[src/rtl/alu_seq_pkg.sv]
`default_nettype none
// ============================================================================
// Module      : alu_seq_pkg
// Description : Shared definitions for the sequential ALU: opcode map, FSM
//               state type and bit positions inside the flags vector.
// Revision    : 1.0 - initial release
// ============================================================================
package alu_seq_pkg;

    // Opcode map; 11..15 are invalid
    localparam logic [3:0] OP_ADD = 4'd0;
    localparam logic [3:0] OP_SUB = 4'd1;
    localparam logic [3:0] OP_AND = 4'd2;
    localparam logic [3:0] OP_MUL = 4'd3;
    localparam logic [3:0] OP_DIV = 4'd4;
    localparam logic [3:0] OP_MOD = 4'd5;
    localparam logic [3:0] OP_XOR = 4'd6;
    localparam logic [3:0] OP_SHL = 4'd7;
    localparam logic [3:0] OP_SHR = 4'd8;
    localparam logic [3:0] OP_INC = 4'd9;
    localparam logic [3:0] OP_DEC = 4'd10;

    typedef enum logic [1:0] {
        ST_IDLE = 2'd0,
        ST_DIV  = 2'd1,
        ST_HOLD = 2'd2
    } state_t;

    // flags = {carry, zero, overflow}
    localparam int FLAG_C = 2;
    localparam int FLAG_Z = 1;
    localparam int FLAG_V = 0;

endpackage
`default_nettype wire

[src/rtl/alu_seq_div.sv]
`default_nettype none
// ============================================================================
// Module      : alu_seq_div
// Description : Iterative unsigned restoring divider, one quotient bit per
//               clock. A start pulse loads the operands; WIDTH steps follow.
//               done is high in the cycle of the last step, and quotient /
//               remainder then present that step's combinational result so
//               the caller can register it on the same edge.
// Ports       : clk, rst       - clock, synchronous active-high reset
//               start          - load dividend/divisor and begin
//               dividend       - numerator
//               divisor        - denominator (caller guarantees non-zero)
//               done           - final step is being taken this cycle
//               quotient       - quotient, valid while done is high
//               remainder      - remainder, valid while done is high
// Revision    : 1.0 - initial release
// ============================================================================
module alu_seq_div #(
    parameter int WIDTH = 8
) (
    input  logic             clk,
    input  logic             rst,
    input  logic             start,
    input  logic [WIDTH-1:0] dividend,
    input  logic [WIDTH-1:0] divisor,
    output logic             done,
    output logic [WIDTH-1:0] quotient,
    output logic [WIDTH-1:0] remainder
);

    localparam int CW = $clog2(WIDTH + 1);

    logic [CW-1:0]    r_cnt;
    logic [WIDTH-1:0] r_rem;
    logic [WIDTH-1:0] r_quo;
    logic [WIDTH-1:0] r_dvs;

    logic [WIDTH:0]   w_shift;
    logic [WIDTH:0]   w_trial;
    logic             w_fit;
    logic [WIDTH-1:0] w_rem_nxt;
    logic [WIDTH-1:0] w_quo_nxt;

    // Partial remainder is always below the divisor, so the trial
    // difference fits in WIDTH+1 bits and its MSB is the borrow.
    assign w_shift   = {r_rem, r_quo[WIDTH-1]};
    assign w_trial   = w_shift - {1'b0, r_dvs};
    assign w_fit     = ~w_trial[WIDTH];
    assign w_rem_nxt = w_fit ? w_trial[WIDTH-1:0] : w_shift[WIDTH-1:0];
    assign w_quo_nxt = {r_quo[WIDTH-2:0], w_fit};

    assign done      = (r_cnt == CW'(1));
    assign quotient  = w_quo_nxt;
    assign remainder = w_rem_nxt;

    always_ff @(posedge clk) begin
        if (rst) begin
            r_cnt <= '0;
            r_rem <= '0;
            r_quo <= '0;
            r_dvs <= '0;
        end else if (start) begin
            r_cnt <= CW'(WIDTH);
            r_rem <= '0;
            r_quo <= dividend;
            r_dvs <= divisor;
        end else if (r_cnt != '0) begin
            r_cnt <= r_cnt - CW'(1);
            r_rem <= w_rem_nxt;
            r_quo <= w_quo_nxt;
        end
    end

endmodule
`default_nettype wire

[src/rtl/alu_seq.sv]
`default_nettype none
// ============================================================================
// Module      : alu_seq
// Description : Registered ALU with valid/ready handshake on both sides,
//               an accumulator for increment/decrement, an iterative divider
//               and an error qualifier for invalid opcodes and divide by 0.
// Config      : define ALU_SEQ_FLAGS_EN to add the flags output
//               {carry, zero, overflow}.
// Ports       : clk, rst         - clock, synchronous active-high reset
//               in_valid/in_ready- request handshake
//               a, b, func       - operands and opcode (captured on accept)
//               out_valid/out_ready - result handshake
//               out, err         - result and its error qualifier
//               flags            - status bits (ALU_SEQ_FLAGS_EN only)
// Revision    : 1.0 - initial release
// ============================================================================
module alu_seq
    import alu_seq_pkg::*;
#(
    parameter int WIDTH = 8
) (
    input  logic             clk,
    input  logic             rst,
    input  logic             in_valid,
    output logic             in_ready,
    input  logic [WIDTH-1:0] a,
    input  logic [WIDTH-1:0] b,
    input  logic [3:0]       func,
    output logic             out_valid,
    input  logic             out_ready,
    output logic [WIDTH-1:0] out,
    output logic             err
`ifdef ALU_SEQ_FLAGS_EN
    ,
    output logic [2:0]       flags
`endif
);

    localparam logic [WIDTH-1:0] c_one = {{(WIDTH-1){1'b0}}, 1'b1};

    state_t           r_state;
    state_t           w_state_nxt;

    logic             w_accept;
    logic             w_go_div;
    logic             w_div_done;
    logic [WIDTH-1:0] w_quo;
    logic [WIDTH-1:0] w_rem;
    logic [WIDTH-1:0] w_div_res;

    logic [WIDTH-1:0] w_sc_out;
    logic             w_sc_err;

    logic [WIDTH-1:0] r_out;
    logic             r_err;
    logic [WIDTH-1:0] r_acc;
    logic             r_is_mod;

    // Division by zero stays on the single-cycle path
    assign w_go_div = ((func == OP_DIV) || (func == OP_MOD)) && (b != '0);
    assign w_accept = in_valid && in_ready;

    // ------------------------------------------------------------------
    // FSM
    // ------------------------------------------------------------------
    always_ff @(posedge clk) begin
        if (rst) begin
            r_state <= ST_IDLE;
        end else begin
            r_state <= w_state_nxt;
        end
    end

    always_comb begin
        w_state_nxt = r_state;
        in_ready    = 1'b0;
        out_valid   = 1'b0;
        case (r_state)
            ST_IDLE: begin
                in_ready = 1'b1;
                if (in_valid) begin
                    w_state_nxt = w_go_div ? ST_DIV : ST_HOLD;
                end
            end
            ST_DIV: begin
                if (w_div_done) begin
                    w_state_nxt = ST_HOLD;
                end
            end
            ST_HOLD: begin
                out_valid = 1'b1;
                in_ready  = out_ready;
                if (out_ready) begin
                    if (in_valid) begin
                        w_state_nxt = w_go_div ? ST_DIV : ST_HOLD;
                    end else begin
                        w_state_nxt = ST_IDLE;
                    end
                end
            end
            default: begin
                w_state_nxt = ST_IDLE;
            end
        endcase
    end

    // ------------------------------------------------------------------
    // Divider
    // ------------------------------------------------------------------
    alu_seq_div #(
        .WIDTH (WIDTH)
    ) u_div (
        .clk       (clk),
        .rst       (rst),
        .start     (w_accept && w_go_div),
        .dividend  (a),
        .divisor   (b),
        .done      (w_div_done),
        .quotient  (w_quo),
        .remainder (w_rem)
    );

    assign w_div_res = r_is_mod ? w_rem : w_quo;

    // ------------------------------------------------------------------
    // Single-cycle datapath
    // ------------------------------------------------------------------
    always_comb begin
        w_sc_out = '0;
        w_sc_err = 1'b0;
        case (func)
            OP_ADD: w_sc_out = a + b;
            OP_SUB: w_sc_out = a - b;
            OP_AND: w_sc_out = a & b;
            OP_MUL: w_sc_out = a * b;
            // Opcodes 4/5 only reach this path with b == 0
            OP_DIV: begin
                w_sc_out = '1;
                w_sc_err = 1'b1;
            end
            OP_MOD: begin
                w_sc_out = a;
                w_sc_err = 1'b1;
            end
            OP_XOR: w_sc_out = a ^ b;
            OP_SHL: w_sc_out = {a[WIDTH-2:0], 1'b0};
            OP_SHR: w_sc_out = {1'b0, a[WIDTH-1:1]};
            OP_INC: w_sc_out = r_acc + c_one;
            OP_DEC: w_sc_out = r_acc - c_one;
            default: begin
                w_sc_out = '0;
                w_sc_err = 1'b1;
            end
        endcase
    end

`ifdef ALU_SEQ_FLAGS_EN
    logic [2*WIDTH-1:0] w_prod_x;
    logic [2:0]         w_sc_flags;
    logic [2:0]         r_flags;

    assign w_prod_x = {{WIDTH{1'b0}}, a} * {{WIDTH{1'b0}}, b};

    always_comb begin
        w_sc_flags = '0;
        case (func)
            // An unsigned sum wrapped iff it is smaller than an operand
            OP_ADD: w_sc_flags[FLAG_C] = (w_sc_out < a);
            OP_SUB: w_sc_flags[FLAG_C] = (a < b);
            OP_MUL: w_sc_flags[FLAG_V] = ((w_prod_x >> WIDTH) != '0);
            OP_SHL: w_sc_flags[FLAG_C] = a[WIDTH-1];
            OP_SHR: w_sc_flags[FLAG_C] = a[0];
            OP_INC: w_sc_flags[FLAG_V] = (r_acc == '1);
            OP_DEC: w_sc_flags[FLAG_V] = (r_acc == '0);
            default: w_sc_flags = '0;
        endcase
        w_sc_flags[FLAG_Z] = (w_sc_out == '0);
        if (w_sc_err) begin
            w_sc_flags = '0;
        end
    end

    always_ff @(posedge clk) begin
        if (rst) begin
            r_flags <= '0;
        end else if (w_accept && !w_go_div) begin
            r_flags <= w_sc_flags;
        end else if ((r_state == ST_DIV) && w_div_done) begin
            r_flags <= {1'b0, (w_div_res == '0), 1'b0};
        end
    end

    assign flags = r_flags;
`endif

    // ------------------------------------------------------------------
    // Output register and accumulator
    // ------------------------------------------------------------------
    always_ff @(posedge clk) begin
        if (rst) begin
            r_out    <= '0;
            r_err    <= 1'b0;
            r_acc    <= '0;
            r_is_mod <= 1'b0;
        end else if (w_accept && !w_go_div) begin
            r_out <= w_sc_out;
            r_err <= w_sc_err;
            if (!w_sc_err) begin
                r_acc <= w_sc_out;
            end
        end else if (w_accept) begin
            r_is_mod <= (func == OP_MOD);
        end else if ((r_state == ST_DIV) && w_div_done) begin
            r_out <= w_div_res;
            r_err <= 1'b0;
            r_acc <= w_div_res;
        end
    end

    assign out = r_out;
    assign err = r_err;

endmodule
`default_nettype wire

[config.mk]
export PLATFORM = sky130hd
export DESIGN_NAME = alu_seq
export DESIGN_NICKNAME = d
export VERILOG_FILES = /design/src/rtl/alu_seq_pkg.sv /design/src/rtl/alu_seq_div.sv /design/src/rtl/alu_seq.sv
export SDC_FILE = /design/constraint.sdc
export NUM_CORES = 1
export LEC_CHECK = 0
export CAP_MARGIN = 20
export CORE_MARGIN = 4
export CORE_UTILIZATION = 44
export DETAILED_ROUTE_END_ITERATION = 10
export GPL_ROUTABILITY_DRIVEN = 0
export PLACE_DENSITY_LB_ADDON = 0.2
export SETUP_SLACK_MARGIN = 0.4
export SLEW_MARGIN = 20
export SYNTH_ARGS = -nofsm -noshare
export SYNTH_HDL_FRONTEND = slang
export SYNTH_SLANG_ARGS = --single-unit
[constraint.sdc]
create_clock -name clk -period 6.3 [get_ports clk]
set_input_delay 0.945 -clock clk [delete_from_list [all_inputs] [get_ports clk]]
set_output_delay 0.945 -clock clk [all_outputs]
set_load 0.005 [all_outputs]
# Word-level counts from Yosys, hierarchy flattened
# Index checks and enable logic that the tools add are counted.
totals:
  ff_bits: 48
  input_bits: 24
  output_inout_bits: 11
  word_cells: 82
op_classes:
  add_sub_neg: 6
  n_mul: 1
  eq_ne: 18
  mux: 24
  n_bitwise: 4
  n_reduce_logical: 19
op_table:
  columns: ["cell", "n"]
  rows:
  - ["$pmux W8 S11", 1]
  - ["$mux W8", 9]
  - ["$eq A4 B3 Y1 const B", 4]
  - ["$eq A4 B4 Y1 const B", 3]
  - ["$mux W2", 5]
  - ["$reduce_or A9 Y1", 1]
  - ["$sub A9 B8 Y9", 1]
  - ["$add A8 B1 Y8 const B", 1]
  - ["$add A8 B8 Y8", 1]
  - ["$and A8 B8 Y8", 1]
  - ["$eq A4 B1 Y1 const B", 2]
  - ["$eq A4 B2 Y1 const B", 2]
  - ["$mul A8 B8 Y8", 1]
  - ["$mux W4", 2]
  - ["$ne A2 B2 Y1 const B", 4]
  - ["$reduce_bool A8 Y1", 1]
  - ["$sub A8 B1 Y8 const B", 1]
  - ["$sub A8 B8 Y8", 1]
  - ["$xor A8 B8 Y8", 1]
  - ["$pmux W2 S3", 1]
  - ["$reduce_and A3 Y1", 2]
  - ["$logic_and A1 B1 Y1", 5]
  - ["$mux W1", 5]
  - ["$logic_not A4 Y1", 1]
  - ["13 further kinds", 16]

# Longest topological paths before layout
# Gate-level depths: netlist (run 1).
logic_depth:
  depth_word: 7
  ltp_mapped: 17
  mapped_depth_nobuf: 17

# Cells and area by module
# From an unflattened synthesis (run 1), not the netlist that was laid out.
hier_totals:
  cells_unflattened: 612
  area_unflattened_um2: 4994.8
by_module_without_submodules:
  columns: ["mod", "instances", "cells_per_inst", "area_per_inst_um2", "seq_area_each_um2"]
  rows:
  - ["alu_seq", 1, 396, 3236.9, 400.4]
  - ["alu_seq_div", 1, 216, 1757.9, 560.5]

# Worst setup path before layout (run 1)
# OpenSTA, ideal clock, no wires.
synth_timing:
  path_type: "input to register"
  start: "in a[1]"
  end: "reg r_out[7] (netlist: out[7])"
  setup_ps: 133
  t_arrival_ps: 4810
  slack_ps: 1357
  cell_stages: 16
  n_path_buf: 1
  path_cell_list: "clkbuf_1 -> nand2_1 -> fa_1 -> fa_1 -> inv_1 -> fa_1 -> inv_1 -> fa_1 -> inv_1 -> ha_1 -> a21oi_1 -> xnor3_1 -> xnor3_1 -> nor2b_1 -> o31ai_2 -> a311oi_1"
synth_between:
  elab_chain_cells: 3
synth_lines:
  columns: ["element", "line_no", "source"]
  rows:
  - ["start, declared", "alu_seq.sv:26", "input logic [WIDTH-1:0] a,"]
  - ["$mul A8 B8 Y8 (tied with other cells)", "alu_seq.sv:135", "OP_MUL: w_sc_out = a * b;"]
  - ["$pmux W8 S11 (*)", "alu_seq.sv:131", "case (func)"]
  - ["$mux W8 (*)", "alu_seq.sv:205", "end else if (w_accept && !w_go_div) begin"]
  - ["end signal, assigned", "alu_seq.sv:206", "r_out <= w_sc_out;"]
  - ["end signal, assigned", "alu_seq.sv:214", "r_out <= w_div_res;"]
  - ["end, declared", "alu_seq.sv:54", "logic [WIDTH-1:0] r_out;"]
# Every way passes the cells marked *; elsewhere a longest branch is shown, timed or not.
# A chain may end at the register's enable or synchronous reset.

# Worst setup path after layout (run 1)
layout_timing:
  start: "in b[3]"
  end: "reg r_out[7] (netlist: out[7])"
layout_between:
  elab_chain_cells: 6
layout_lines:
  columns: ["element", "line_no", "source"]
  rows:
  - ["start, declared", "alu_seq.sv:27", "input logic [WIDTH-1:0] b,"]
  - ["parallel branches: the longest is 6 deep, another holds $mul A8 B8 Y8", null, null]
# Several ways; the timed one is not identified.

==> summary by stage, run 1 <==
Clocking
The maximum clock insertion buffer count is 2. Buffers inserted to repair hold after CTS numbered 0. The root buffer cell is clkbuf_16. In this run the number of H-tree levels came out at 2. The clock drives 48 sinks. The number of resized instances in the post-cts repair step is 0. For the worst-skew pair, the clock arrives at the later sink with an insertion delay of 280 ps. The number of setup buffers added after CTS is 0.

After clock tree synthesis, the clock-pin slew on the worst setup and hold paths is 60 ps. The TritonCTS clock tree is done. Counting the buffers created by CTS gives 5.

Final layout
The net count of the finished layout is 728. 0 antenna diodes ended up in the layout. The proportion of layout cells with a drive suffix above 1 is 5.94%. The final core utilization is 50.3%.

The growth of design area from synthesis to finish is 10.6%. The final-layout fill cell count is 1,070. The area occupied by registers is 961 um^2.

The finished cells cover 0.00552 mm^2. The multi-input logic area is 0.00362 mm^2.

Logic synthesis
Counting every net in the synthesized netlist gives 711. The most frequent cell after synthesis is nand2_1. After synthesis, the cell types taking the most area are dfxtp_1 19%, ha_1 12%, fa_1 6.0%. By count the netlist is led by 79 x nand2_1, 56 x nor2_1, 49 x ha_1. The register bit count reported by yosys is 48. The synthesized area is 0.00499 mm^2.

In the synthesized netlist the async set-or-reset flop fraction comes to 0%. In this run the mean area of a mapped cell was 8.01 um^2. The number of enable flip-flop cells after synthesis is 0. The most common flop cell mapped by yosys is dfxtp_1. The area share of the leading cell type in the synthesized netlist is 19.3%. The gate count of the mapped netlist is 623. Sequential elements use 19.3% of the synthesized area. The synthesized design spends more area on one cell type than any other, namely dfxtp_1. During synthesis, Yosys emitted a total of 0 warnings. Synthesis instantiated 72 different standard cells from the library.

Worst setup path
For the worst setup path, the data arrival time is 5660 ps. Of all nets on the critical path, the largest fanout is 9. On the critical path, the stage with the largest delay is an instance of clkdlybuf4s50_1. The number of buffer and inverter instances along the worst setup path is 5.

The cell seen most often among critical-path stages is inv_1. The worst setup path is captured at a register. The largest incremental delay on the critical path is 780 ps. The kind of cell with the highest combined delay along the critical path is adder cells.

The nature of the critical path startpoint is a primary input. Walking the worst path, the cells encountered are clkdlybuf4s50_1, ha_1, inv_1, fa_1, inv_1, ha_1, fa_1, inv_1, fa_1, inv_1, ha_1, a21oi_1, xnor3_1, xnor3_1, nor2b_1, o31ai_2, a311oi_1. The path type of the worst setup path is in2reg. At the worst endpoint, the required time is 6490 ps.

Power
The worst-case vdd ir drop is 209 uV. The final total power is 1.48 mW. The static leakage is 2.31 nW. In this run the power density over the cells is 268 mW/mm^2.

Floorplan
The row count is 38. Measured along the x axis, the die boundary spans 115 um. The effective utilization at floorplan is 45.4%. The full die area is 0.0131 mm^2. The core box area is 0.0110 mm^2. The floorplan step set the die height to 115 um. In this run the count of I/O pins placed on the die edge is 35.

Flow run
The max-cap check violation count is 0.

Routing
For this block, the initial DRC count from the detailed router was 298. Summed over all nets, wire length on met3 after detailed routing comes to 719 um. The count of nets left with antenna violations after detail routing is 0. After detailed routing, the met2 layer carries 6290 um of wire. Across all layers, the routed design uses 4,502 vias. The post-detailed-route via-to-cell ratio is 5.77. The met1 wire length is 6200 um. The pre-antenna-repair detailed-routing pass consisted of 5 iterations. After detailed routing, the average wire length per cell comes to 17.3 um. In the routed design, unresolved DRC markers number 0. Signal routing reaches up to met4. Summed over all layers, the routed wires come to 13,500 um.

Place
The area of placed instances is 0.00537 mm^2. OpenSTA, run right after detailed placement, puts the worst setup slack at 536 ps. The wire-length estimate of the detail-placed layout is 10,300 um.

The number of I/O port buffers is 34.

Run status
The flow ran to the end, and the final reports show no timing, DRC or antenna violations.

STA
The worst pin sits at a relative slew slack of 46.2%. For the pin with the worst max-slew slack, the measured transition is 806 ps. The hold violation total from the final report is 0. The worst clock skew is 3.79 ps.

Setup violations remaining at the end of the flow were counted as 0. The setup slack of the critical path after layout is 829 ps. The max-slew violation count is 0. The minimum clock period is 5470 ps. Static timing analysis puts the maximum clock frequency at 183 MHz. Setup repair after global routing left no endpoint under its margin. In the finished design, the share of the clock period the worst path needs comes to 86.8%. The setup TNS is 0 ps.

Global routing
The largest net degree at the start of global routing is 40. The via count of the first global-routing pass is 4,302. The initial antenna violation count is 0. Summed over all layers, the global routing overflow is 0. Global routing used 21.2% of the available tracks. The first global-routing pass estimated 22,400 um of wire.

Min path
The class of the tightest hold or removal check is reg2reg.
[cell usage in the layout, fill, tap and decap left out, types with 3 or more instances in the layout]
| cell | n |
|---|---|
| a211oi_1 | 15 |
| a21o_1 | 18 |
| a21oi_1 | 40 |
| a311oi_1 | 15 |
| a311oi_2 | 5 |
| a31oi_1 | 7 |
| and2_1 | 15 |
| buf_4 | 12 |
| clkbuf_16 | 5 |
| clkdlybuf4s50_1 | 34 |
| dfxtp_1 | 48 |
| fa_1 | 15 |
| ha_1 | 49 |
| inv_1 | 48 |
| mux2_2 | 3 |
| mux2i_1 | 12 |
| nand2_1 | 79 |
| nand2b_1 | 8 |
| nand3_1 | 9 |
| nand3b_1 | 4 |
| nand4_1 | 3 |
| nor2_1 | 56 |
| nor2b_1 | 14 |
| nor3_1 | 8 |
| o211ai_1 | 5 |
| o21a_1 | 3 |
| o21ai_0 | 22 |
| o2bb2ai_1 | 3 |
| xnor2_1 | 25 |
| xor2_1 | 8 |
[layer usage]
metal	global-route usage, %	vias up
li1	-	2225
met1	29.4	2119
met2	34.1	134
met3	3.54	24
met4	5.62	0
met5	0	-
[worst min-delay path, delay by kind of cell, from the launching register on]
family / cells / cell delay (ps)
simple gates: 1 / 50
flops: 1 / 310
compound gates: 1 / 50
[per-stage QoR]
step	instances	hold WS [ps]
after floorplan	623	436
after global placement	773	448
after detailed placement	773	451
after CTS	780	460
after global routing	780	482
final	780	455
[area by class of cell]
type / instances / share of cell area (%)
clock buffer: 6 / 2.52
clock inverter: 1 / 0.159
inverter: 49 / 3.33
multi-input combinational: 490 / 65.6
sequential: 48 / 17.4
tap: 140 / 3.17
timing repair buffer: 46 / 7.80
[final timing paths]
kind                                      from             end  slack (ps)  depth (start not counted)
worst max register to register  u_div.r_quo[7]        r_acc[1]        3310                         10
worst max-delay path                      b[3]          out[7]         830                         17
worst min-delay path            u_div.r_dvs[4]  u_div.r_dvs[4]         460                          2
worst min register to register  u_div.r_dvs[4]  u_div.r_dvs[4]         460                          2
[registers in the layout (all words and copies together) (netlist names)]
| register | cells |
|---|---|
| err | 1 |
| u_div.r_rem | 8 |
| u_div.r_quo | 8 |
| out | 8 |
| u_div.r_cnt | 4 |
| r_is_mod | 1 |
| u_div.r_dvs | 8 |
| r_state | 2 |
| r_acc | 8 |
[cell families (layout without fill, tap and decap cells)]
| logic type | count (synthesis) | count (layout) | share of synthesized area, % |
|---|---|---|---|
| XOR/XNOR | 36 | 36 | 7.02 |
| adder cells (fa/ha/maj) | 64 | 64 | 18.3 |
| buffers and inverters | 85 | 102 | 8.20 |
| AO/OA/AOI/OAI | 163 | 163 | 23.2 |
| multiplexers | 15 | 15 | 3.08 |
| AND/OR/NAND/NOR | 212 | 212 | 21.0 |
| flip-flops | 48 | 48 | 19.3 |
[power breakdown]
group | internal (mW) | switching, mW
logic | 0.346 | 0.473
clock network | 0.156 | 0.111
registers | 0.356 | 0.0376
(Power assumes the default switching activity.)
==> run 2: changes to the inputs <==
--- a/config.mk
+++ b/config.mk
@@ -10,7 +10,7 @@
 export CORE_UTILIZATION = 44
 export DETAILED_ROUTE_END_ITERATION = 10
 export GPL_ROUTABILITY_DRIVEN = 0
-export PLACE_DENSITY_LB_ADDON = 0.2
+export PLACE_DENSITY_LB_ADDON = 0.25
 export SETUP_SLACK_MARGIN = 0.4
 export SLEW_MARGIN = 20
 export SYNTH_ARGS = -nofsm -noshare
==> run 2 against run 1 <==
Effect of this change: clock skew increased by 0.59 ps; combinational power is essentially flat; design area up 1.2%; first-iteration DRC count down 9.4%; core utilization rose by 0.63 points; hold slack improved by 1.5 ps; count of clock-buffer cells in the layout shrank 1; critical endpoint is now r_acc[7]; highest routed layer unchanged.
==> summary by stage, run 2 (same netlist as run 1, synthesis figures left out) <==
STA
The final critical path takes up 86.1% of the cycle. Setup repair after global routing left no endpoint under its margin. Measured against its own limit, the worst slew margin works out to 45.3%. The hold violation total from the final report is 0. After routing, the total negative slack on setup checks comes to 0 ps. The fmax is 184 MHz.

The max-slew violation count is 0. The worst clock skew is 4.38 ps. For the pin with the worst max-slew slack, the measured transition is 819 ps. The minimum clock period is 5430 ps. The count of endpoints failing setup in the final report is 0.

Min path
The class of the tightest hold or removal check is reg2reg. Counting instances, the worst hold path has a depth of 2.

Clocking
The number of resized instances in the post-cts repair step is 0. The root buffer cell is clkbuf_16. The clock network latency to the later pin of the worst-skew pair is 290 ps. The TritonCTS clock tree is done. The number of buffers inserted for hold repair after clock tree synthesis is 0.

The number of buffers created by CTS is 5. The setup fix buffers added after clock tree synthesis is 0. The H-tree was split into 2 levels. The maximum clock insertion buffer count is 2. CTS saw 48 sinks. The clock edge transition at the registers on the reported setup and hold paths is 70 ps.

Floorplan
The full die area is 0.0131 mm^2. From left edge to right edge, the die measures 115 um. The floorplan has 38 rows. The floorplan step defined a core boundary enclosing 0.0110 mm^2. The number of top-level pins is 35. The vertical die dimension is 115 um. The effective utilization at floorplan is 45.4%.

Worst setup path
The maximum fanout encountered on the critical timing path is 11. The critical path data required time is 6430 ps. The capture point of the critical path is r_acc[7].

The largest individual stage delay along the critical path comes from the cell clkdlybuf4s50_1. The endpoint arrival time on the critical path is 5560 ps. The setup slack on the worst flop-to-flop path is 3310 ps. On the worst path, the slowest cell contributes a delay of 760 ps. In this run the critical register-to-register path is captured at out[1]. The nature of the critical path startpoint is a primary input. The critical path is of the in2reg type. The critical path endpoint category is a register. The cell seen most often among critical-path stages is inv_1. The worst register-to-register path begins at u_div.r_quo[7]. The signal on the critical path passes through clkdlybuf4s50_1, ha_1, inv_1, fa_1, inv_1, fa_1, ha_1, inv_1, fa_1, inv_1, ha_1, a21o_1, a21oi_1, xnor3_1, xnor3_1, nor2b_1, o31ai_2, a311oi_1. The length in cells of the worst reg-to-reg path is 10. The launch point of the worst path is b[2].

Place
Detailed placement finished with a half-perimeter wire length of 10,400 um. In this run the tool buffered the top-level ports with 34 buffer cells.

Final layout
The library cell used most frequently in the layout, excluding fill and tap cells, is nand2_1. The number of antenna diodes in the final layout is 0. The net count of the finished layout is 731.

In the layout the commonest cells are 79 x nand2_1, 56 x nor2_1, 49 x ha_1, 48 x inv_1, 48 x dfxtp_1. The final-layout fill cell count is 1,050. Relative to the synthesized area, the layout overhead comes to 12.0%. The post-route netlist has 6.52% of its cells at a drive strength greater than 1.

Power
In this run the power density over the cells is 280 mW/mm^2. The static leakage is 2.35 nW. The final total power is 1.56 mW. VDD sags by at most 304 uV.

Routing
The remaining routing DRC violations is 0. Detailed routing inserted a total of 4,516 vias. The post-detailed-route via-to-cell ratio is 5.76. Summed over all layers, the routed wires come to 13,800 um. For this block, the initial DRC count from the detailed router was 270.

The number of detailed-route iterations in the first pass is 7. The average wire per standard cell is 17.6 um. Once detail routing completed, the nets flagged for antenna violations numbered 0.

Global routing
The via count of the first global-routing pass is 4,450. The total track usage is 21.3%. The initial antenna violation count is 0. Entering global routing, the biggest net connects 40 pins. The total global routing overflow is 0. The global-route wire length before repair is 22,500 um.

Flow run
The tool flagged a number of max-cap violations equal to 0.

Run status
The flow ran to the end, and the final reports show no timing, DRC or antenna violations.
run 2: how the worst min path moves through the flow:
stage	startpoint	endpoint	slack (ps)
3_3_place_gp	u_div.r_dvs[2]	u_div.r_dvs[2]	450
5_1_grt	u_div.r_dvs[3]	u_div.r_dvs[3]	480
4_1_cts	u_div.r_dvs[2]	u_div.r_dvs[2]	460
3_5_place_dp	u_div.r_dvs[2]	u_div.r_dvs[2]	450
2_1_floorplan	u_div.r_dvs[2]	u_div.r_dvs[2]	440
6_report	u_div.r_dvs[2]	u_div.r_dvs[2]	460
run 2: per-layer routing:
| metal | wire (um) | global-route usage (%) | part of all wire (%) | vias up |
|---|---|---|---|---|
| met5 | 0 | 0 | 0 | - |
| met4 | 331 | 5.78 | 2.4 | 0 |
| met3 | 817 | 3.59 | 5.9 | 25 |
| met2 | 6600 | 35.3 | 48 | 132 |
| met1 | 6040 | 28.6 | 44 | 2128 |
| li1 | - | - | - | 2231 |
run 2: metrics by stage:
step | instance area, um^2 | instances | hold WS (ps) | utilization, % | setup slack (ps)
after floorplan | 4990 | 623 | 436 | - | 1360
after global placement | 5390 | 776 | 448 | 49.1 | 718
after detailed placement | 5390 | 776 | 449 | 49.1 | 537
after CTS | 5590 | 784 | 459 | 50.9 | 868
final | 5590 | 784 | 457 | 50.9 | 875
after global routing | 5590 | 784 | 477 | 50.9 | 584
run 2: layout make-up:
cell class	instances	area (um^2)	share of cell area (%)
timing repair buffer	49	453	8.11
inverter	49	184	3.29
clock buffer	5	125	2.24
tap	140	175	3.13
sequential	48	961	17.2
multi-input combinational	490	3620	64.8
clock inverter	3	68.8	1.23
run 2: worst max-delay path: cells and delay by family:
kind            cells  cell delay, ps
buf+inv             5            1010
xor+xnor            2             600
simple gates        1              60
compound gates      4             780
fa+ha+maj           6            2170
run 2: where the power goes:
part | switching [mW] | total, mW | internal [mW]
Combinational | 0.475 | 0.822 | 0.348
Sequential | 0.0391 | 0.395 | 0.356
Clock | 0.118 | 0.347 | 0.229
Total | 0.632 | 1.56 | 0.932
==> run 3: changes to the inputs <==
--- a/config.mk
+++ b/config.mk
@@ -16,3 +16,4 @@
 export SYNTH_ARGS = -nofsm -noshare
 export SYNTH_HDL_FRONTEND = slang
 export SYNTH_SLANG_ARGS = --single-unit
+export TNS_END_PERCENT = 50
==> results of run 3 <==
Final layout, timing and power as in run 2 (identical DEF).
